### src/rtl/alu_op_sequencer_if.sv
// Request/response channel bundle between two requesters, the sequencer and its consumer.
interface alu_op_sequencer_if;
  logic        req0_valid;
  logic        req0_ready;
  logic [2:0]  req0_op;
  logic [7:0]  req0_a;
  logic [7:0]  req0_b;
  logic        req1_valid;
  logic        req1_ready;
  logic [2:0]  req1_op;
  logic [7:0]  req1_a;
  logic [7:0]  req1_b;
  logic        rsp_valid;
  logic        rsp_ready;
  logic [15:0] rsp_data;
  logic        rsp_id;
  logic [2:0]  rsp_op;

  modport master (
    output req0_valid, req0_op, req0_a, req0_b,
    output req1_valid, req1_op, req1_a, req1_b,
    output rsp_ready,
    input  req0_ready, req1_ready,
    input  rsp_valid, rsp_data, rsp_id, rsp_op
  );

  modport slave (
    input  req0_valid, req0_op, req0_a, req0_b,
    input  req1_valid, req1_op, req1_a, req1_b,
    input  rsp_ready,
    output req0_ready, req1_ready,
    output rsp_valid, rsp_data, rsp_id, rsp_op
  );
endinterface

### src/rtl/alu_op_sequencer.sv
// Two-port scheduler sharing one 8-bit ALU / radix-2 Booth multiplier,
// returning a tagged 16-bit result over a valid/ready response channel.
module alu_op_sequencer #(
  parameter bit FIXED_PRIORITY = 1'b0
) (
  input  logic                clk,
  input  logic                rst_n,
  alu_op_sequencer_if.slave   bus,
  output logic                busy
);

  typedef enum logic [1:0] {IDLE, EXEC, MUL, RESP} state_t;

  state_t      state, state_nxt;
  logic        last_grant;
  logic        grant;
  logic        ready0, ready1;
  logic        accept;
  logic [2:0]  sel_op;
  logic [7:0]  sel_a, sel_b;

  logic [2:0]  op_q;
  logic        id_q;
  logic [7:0]  a_q, b_q;
  logic [15:0] data_q;
  logic [15:0] exec_result;

  // Booth accumulator carries a guard bit so -128 * -128 does not overflow.
  logic [8:0]  acc;
  logic [7:0]  mq;
  logic        q_1;
  logic [3:0]  count;
  logic [8:0]  m_ext;
  logic [8:0]  acc_sum;
  logic [8:0]  acc_sh;
  logic [7:0]  mq_sh;
  logic        q1_sh;

  always_comb begin
    grant = 1'b0;
    if (bus.req0_valid && bus.req1_valid)
      grant = FIXED_PRIORITY ? 1'b0 : ~last_grant;
    else if (bus.req1_valid)
      grant = 1'b1;
  end

  assign sel_op = grant ? bus.req1_op : bus.req0_op;
  assign sel_a  = grant ? bus.req1_a  : bus.req0_a;
  assign sel_b  = grant ? bus.req1_b  : bus.req0_b;

  always_comb begin
    state_nxt = state;
    ready0    = 1'b0;
    ready1    = 1'b0;
    accept    = 1'b0;
    case (state)
      IDLE: begin
        if (rst_n) begin
          ready0 = bus.req0_valid && !grant;
          ready1 = bus.req1_valid &&  grant;
        end
        accept = ready0 || ready1;
        if (accept)
          state_nxt = (sel_op == 3'd7) ? MUL : EXEC;
      end
      EXEC: state_nxt = RESP;
      MUL:  if (count == 4'd7) state_nxt = RESP;
      RESP: if (bus.rsp_ready) state_nxt = IDLE;
      default: state_nxt = IDLE;
    endcase
  end

  always_comb begin
    exec_result = '0;
    case (op_q)
      3'd0: exec_result = {8'h00, a_q};
      3'd1: exec_result = {8'h00, ~a_q};
      3'd2: exec_result = {8'h00, a_q & b_q};
      3'd3: exec_result = {8'h00, a_q | b_q};
      3'd4: exec_result = {8'h00, a_q ^ b_q};
      3'd5: exec_result = {7'b0, {1'b0, a_q} + {1'b0, b_q}};
      3'd6: exec_result = {8'h00, a_q - b_q};
      default: exec_result = '0;
    endcase
  end

  assign m_ext = {a_q[7], a_q};

  always_comb begin
    acc_sum = acc;
    case ({mq[0], q_1})
      2'b01:   acc_sum = acc + m_ext;
      2'b10:   acc_sum = acc - m_ext;
      default: acc_sum = acc;
    endcase
    {acc_sh, mq_sh, q1_sh} = {acc_sum[8], acc_sum, mq};
  end

  always_ff @(posedge clk or negedge rst_n) begin
    if (!rst_n) state <= IDLE;
    else        state <= state_nxt;
  end

  always_ff @(posedge clk or negedge rst_n) begin
    if (!rst_n) begin
      last_grant <= 1'b1;
      op_q       <= '0;
      id_q       <= 1'b0;
      a_q        <= '0;
      b_q        <= '0;
      data_q     <= '0;
      acc        <= '0;
      mq         <= '0;
      q_1        <= 1'b0;
      count      <= '0;
    end else begin
      case (state)
        IDLE: begin
          if (accept) begin
            op_q       <= sel_op;
            id_q       <= grant;
            a_q        <= sel_a;
            b_q        <= sel_b;
            last_grant <= grant;
            acc        <= '0;
            mq         <= sel_b;
            q_1        <= 1'b0;
            count      <= '0;
          end
        end
        EXEC: data_q <= exec_result;
        MUL: begin
          acc   <= acc_sh;
          mq    <= mq_sh;
          q_1   <= q1_sh;
          count <= count + 4'd1;
          if (count == 4'd7)
            data_q <= {acc_sh[7:0], mq_sh};
        end
        default: ;
      endcase
    end
  end

  assign bus.req0_ready = ready0;
  assign bus.req1_ready = ready1;
  assign bus.rsp_valid  = (state == RESP);
  assign bus.rsp_data   = data_q;
  assign bus.rsp_id     = id_q;
  assign bus.rsp_op     = op_q;
  assign busy           = (state != IDLE);

endmodule

### src/flat_wrapper.sv
// flat-port wrapper written by rule: the top's interface ports become plain ports
module alu_op_sequencer_flat 
#(
  parameter bit FIXED_PRIORITY = 1'b0
)
  (clk, rst_n, busy, bus_req0_valid, bus_req0_op, bus_req0_a, bus_req0_b, bus_req1_valid, bus_req1_op, bus_req1_a, bus_req1_b, bus_rsp_ready, bus_req0_ready, bus_req1_ready, bus_rsp_valid, bus_rsp_data, bus_rsp_id, bus_rsp_op);
  alu_op_sequencer_if bus_i ();
  input  logic clk;
  input  logic rst_n;
  output logic busy;
  input wire logic [$bits(bus_i.req0_valid)-1:0] bus_req0_valid;
  input wire logic [$bits(bus_i.req0_op)-1:0] bus_req0_op;
  input wire logic [$bits(bus_i.req0_a)-1:0] bus_req0_a;
  input wire logic [$bits(bus_i.req0_b)-1:0] bus_req0_b;
  input wire logic [$bits(bus_i.req1_valid)-1:0] bus_req1_valid;
  input wire logic [$bits(bus_i.req1_op)-1:0] bus_req1_op;
  input wire logic [$bits(bus_i.req1_a)-1:0] bus_req1_a;
  input wire logic [$bits(bus_i.req1_b)-1:0] bus_req1_b;
  input wire logic [$bits(bus_i.rsp_ready)-1:0] bus_rsp_ready;
  output wire logic [$bits(bus_i.req0_ready)-1:0] bus_req0_ready;
  output wire logic [$bits(bus_i.req1_ready)-1:0] bus_req1_ready;
  output wire logic [$bits(bus_i.rsp_valid)-1:0] bus_rsp_valid;
  output wire logic [$bits(bus_i.rsp_data)-1:0] bus_rsp_data;
  output wire logic [$bits(bus_i.rsp_id)-1:0] bus_rsp_id;
  output wire logic [$bits(bus_i.rsp_op)-1:0] bus_rsp_op;
  assign bus_i.req0_valid = bus_req0_valid;
  assign bus_i.req0_op = bus_req0_op;
  assign bus_i.req0_a = bus_req0_a;
  assign bus_i.req0_b = bus_req0_b;
  assign bus_i.req1_valid = bus_req1_valid;
  assign bus_i.req1_op = bus_req1_op;
  assign bus_i.req1_a = bus_req1_a;
  assign bus_i.req1_b = bus_req1_b;
  assign bus_i.rsp_ready = bus_rsp_ready;
  assign bus_req0_ready = bus_i.req0_ready;
  assign bus_req1_ready = bus_i.req1_ready;
  assign bus_rsp_valid = bus_i.rsp_valid;
  assign bus_rsp_data = bus_i.rsp_data;
  assign bus_rsp_id = bus_i.rsp_id;
  assign bus_rsp_op = bus_i.rsp_op;
  alu_op_sequencer #(.FIXED_PRIORITY(FIXED_PRIORITY)) u_core (.clk(clk), .rst_n(rst_n), .bus(bus_i), .busy(busy));
endmodule
### config.mk
export PLATFORM = sky130hd
export DESIGN_NAME = alu_op_sequencer_flat
export DESIGN_NICKNAME = d
export VERILOG_FILES = /design/src/rtl/alu_op_sequencer_if.sv /design/src/rtl/alu_op_sequencer.sv /design/src/flat_wrapper.sv
export SDC_FILE = /design/constraint.sdc
export NUM_CORES = 1
export LEC_CHECK = 0
export CAP_MARGIN = 10
export CORE_MARGIN = 5
export CORE_UTILIZATION = 56
export CTS_BUF_LIST = sky130_fd_sc_hd__clkbuf_4 sky130_fd_sc_hd__clkbuf_8 sky130_fd_sc_hd__clkbuf_16
export CTS_CLUSTER_DIAMETER = 60
export DETAILED_ROUTE_END_ITERATION = 8
export PLACE_DENSITY = 0.79
export SETUP_SLACK_MARGIN = 0.02
export SLEW_MARGIN = 40
export SYNTH_ARGS = -nofsm -noshare
export SYNTH_HDL_FRONTEND = slang
export SYNTH_SLANG_ARGS = --single-unit
### constraint.sdc
create_clock -name clk -period 3.4 [get_ports clk]
set_input_delay 1.02 -clock clk [delete_from_list [all_inputs] [get_ports clk]]
set_output_delay 1.02 -clock clk [all_outputs]
set_load 0.01 [all_outputs]
==> summary.txt <==
Power
  – Worst vdd ir: 0.582 mV
  – P_leak: 0.00248 µW
  – Overall power: 6560 µW
  – Power density over cell area: 1180 mW/mm²

Synth
  – Primary FF master, synth: dfrtp_1
  – Number of synthesized flops with an enable pin: 0
  – Mapped Area: 0.00466 mm²
  – Seq/Total Area, Yosys: 32.3%
  – Synth cell types: 64
  – Synth Net Count: about 640
  – Share of synthesized registers carrying an async set or reset: between 90% and 100%
  – Syn Area/Cell: 8.30 µm²
  – Synth Register Bits: 60
  – Mapped Cells: 561
  – Synth Warn #: 0

Worst setup path
  – FF-to-FF End: u_core.acc[7]
  – Worst R2R Path Depth: 9
  – Critical path arrival: 2140 ps
  – R2r startpoint: u_core.a_q[1]
  – Critical Path RT: roughly 2400 ps
  – Worst-path fanout max: 3
  – R2R setup slack: 300 ps
  – Crit. End Element: output pin
  – CP startpoint kind: input port
  – Setup Crit Path Kind: in -> out

Min path
  – HP Start: u_core.bus.rsp_id
  – Hold EP: u_core.bus.rsp_id
  – Hold path depth: 1
  – Worst hold path class: reg -> reg

Outcome
  – Status: finished, final reports clean

Detailed routing
  – # DRC: 0
  – Routed Antenna Nets: 0
  – Routed WL: about 13000 µm
  – Vias: roughly 4500
  – DR iter-0 viols: 331
  – Avg Vias per Cell: slightly above 6
  – DR WL/cell: 18.0 µm
  – Pre-antenna DRT Iters: 5

Global route
  – First-pass GRT wire length: around 22000 µm
  – GRT overflow: 0
  – GRT Util Overall: 27.3%
  – Vias in the first global route: 4298
  – Initial antenna violation count: 1
  – Largest net degree at the start of global routing: 62

Floorplanning
  – Die ar.: 0.0102 mm²
  – Ports: 67
  – Total core area: 0.00818 mm²
  – DIE HEIGHT: 101 µm
  – Initial Utilization: 56.9%
  – # rows: 33
  – Chip width: 101 µm

Placed design
  – HPWL after DPL: 10100 µm
  – GP Congestion: 0.958
  – DP Cell Count: 717
  – DP Area: 0.00539 mm²
  – Setup WS pre-CTS: -30.8 ps
  – Count of input and output buffers: 66

STA
  – Clock Skew: 14.6 ps
  – Worst Tran Pin Value: 631 ps
  – Max Fclk: 317 MHz
  – Slew headroom: just under 60%
  – Final Worst Setup Slack: between 200 and 250 ps
  – Fin crit period: 3160 ps
  – Unrepaired setup endpoints after global routing: false
  – Final Hold Fails: 0
  – Final period util: 92.8%
  – Max Transition Viols Final: 0
  – Final setup viols: 0

Finish
  – Storage cell area: 0.00150 mm²
  – Fillers: ~700
  – Multi-input logic area: between 0.002 and 0.003 mm²
  – Cell Count, Final, Fillers Out: around 730
  – ANT cells: 0
  – Layout net count: 706
  – Final instance area: 0.00558 mm²
  – Area Overhead vs Synth: 19.8%
  – Layout cells sized above 1: 9.08%

Clock tree
  – Clock Tree Buf Depth: 2
  – PostCTS Resize Cnt: 1
  – Post-CTS setup buffer count: 0
  – CTS tree: built
  – CTS Hold Buffers Added: 0
  – Worst-path clk slew: approximately 80 ps
  – H-tree depth: 3
  – Clock sink total: 60
  – Total CTS buffers: 9
  – CTS root buf: clkbuf_8
  – Worst skew pair latency: around 370 ps

Run
  – Max cap viols: 0
## how the worst max path moves through the flow
stage | startpoint | end | depth (start not counted)
after floorplan | u_core.a_q[1] | u_core.acc[7] | 11
after global placement | bus_req0_valid | bus_req0_ready | 6
after detailed placement | bus_req0_valid | bus_req0_ready | 6
after CTS | bus_req0_valid | bus_req1_ready | 5
after global routing | u_core.a_q[1] | u_core.acc[7] | 11
final | bus_req0_valid | bus_req0_ready | 6
## per-stage QoR
step                      setup TNS [ps]  hold slack [ps]  utilization [%]
after floorplan                        0              456                -
after global placement                 0              459             65.9
after detailed placement           -30.8              465             65.9
after CTS                              0              484             68.2
after global routing                   0              520             68.2
final                                  0              478             68.2
## power breakdown
group / internal, µW / switching, µW
combinational: 1920 / 2650
clock: 278 / 330
sequential: 1050 / 333
## cell type report
| class | instances | area share, % |
|---|---|---|
| Multi-Input combinational cell | 431 | 50.6 |
| Sequential cell | 60 | 26.9 |
| Timing Repair Buffer | 85 | 14.4 |
| Inverter | 36 | 2.42 |
| Clock buffer | 10 | 2.36 |
| Tap cell | 105 | 2.36 |
| Clock inverter | 6 | 0.897 |
## sequential cells by signal (all words and copies together) (netlist names), 2 cells and up
register / cells
u_core.count: 4
u_core.state: 2
u_core.bus.rsp_data: 16
u_core.b_q: 8
u_core.mq: 8
u_core.bus.rsp_op: 3
u_core.a_q: 8
u_core.acc: 8
## routing by layer
metal	vias up	track usage (%)	routed length (µm)	part of all wire [%]
met5	-	0	13	0.098
met4	2	13.1	580	4.4
met3	47	5.72	1050	7.9
met2	230	43.3	6010	45
met1	2110	35.7	5580	42
li1	2115	-	-	-
## critical path, stage by stage
cell and delay (ps):
clkdlybuf4s50_1 480, nand2_1 60, nand2_1 100, nand4_1 120, inv_1 80, dlygate4sd2_1 260
## cells by family after synthesis
group / share of synthesized area [%]
xor+xnor: 3.39
simple gates: 17.7
compound gates: 24.3
fa+ha+maj: 11.2
buf+inv: 7.12
flops: 32.3
mux: 3.95
## synth_stat cells, types with 2 or more instances
library cell	number	area [µm²]
nand3_1	20	100
o21ai_0	31	155
a2111oi_0	3	26.3
o2111ai_1	2	17.5
o21a_1	13	97.6
nor3_1	10	50.1
nor4_1	2	12.5
mux2_1	3	33.8
nor3b_1	2	15.0
o22ai_1	12	75.1
a21oi_2	2	17.5
a21oi_1	27	135
a221oi_1	2	17.5
and3_1	2	12.5
inv_1	33	124
a211oi_1	3	22.5
inv_2	3	11.3
nand2b_1	7	43.8
o211ai_1	5	37.5
o31a_1	2	17.5
a21boi_1	2	15.0
a31oi_1	18	113
mux2_2	8	90.1
buf_4	7	52.6
a21o_1	5	37.5
o21ai_1	21	105
buf_6	4	45.0
clkbuf_1	13	48.8
o21bai_1	2	15.0
nor2_1	41	154
o31ai_1	2	15.0
nand4_1	2	12.5
ha_1	37	463
nand2_1	78	293
fa_1	3	60.1
mux2i_1	6	60.1
dfrtp_1	59	1480
a22oi_1	4	30.0
nor2b_1	8	50.1
and2_1	4	25.0
a221o_1	4	40.0
xnor2_1	9	78.8
a311oi_1	2	17.5
buf_2	10	50.1
xor2_1	9	78.8
## cell usage in the layout (no fill, tap or decap), types with 3 or more instances in the layout
| cell type | count |
|---|---|
| o21a_1 | 13 |
| nor2_1 | 40 |
| mux2_2 | 8 |
| nand2_1 | 78 |
| a31oi_1 | 18 |
| dfrtp_1 | 59 |
| xor2_1 | 9 |
| mux2i_1 | 6 |
| nor2b_1 | 8 |
| a221o_1 | 4 |
| mux2_1 | 3 |
| and2_1 | 4 |
| inv_2 | 3 |
| fa_1 | 3 |
| o21ai_1 | 21 |
| nor3_1 | 10 |
| clkdlybuf4s50_1 | 63 |
| a21oi_1 | 27 |
| xnor2_1 | 9 |
| nand2b_1 | 7 |
| clkinv_4 | 3 |
| a22oi_1 | 4 |
| o21ai_0 | 31 |
| o211ai_1 | 5 |
| a2111oi_0 | 3 |
| nand3_1 | 20 |
| ha_1 | 37 |
| a21o_1 | 5 |
| inv_1 | 33 |
| clkbuf_8 | 9 |
| buf_4 | 18 |
| a211oi_1 | 3 |
| o22ai_1 | 12 |
(Power assumes the default switching activity.)
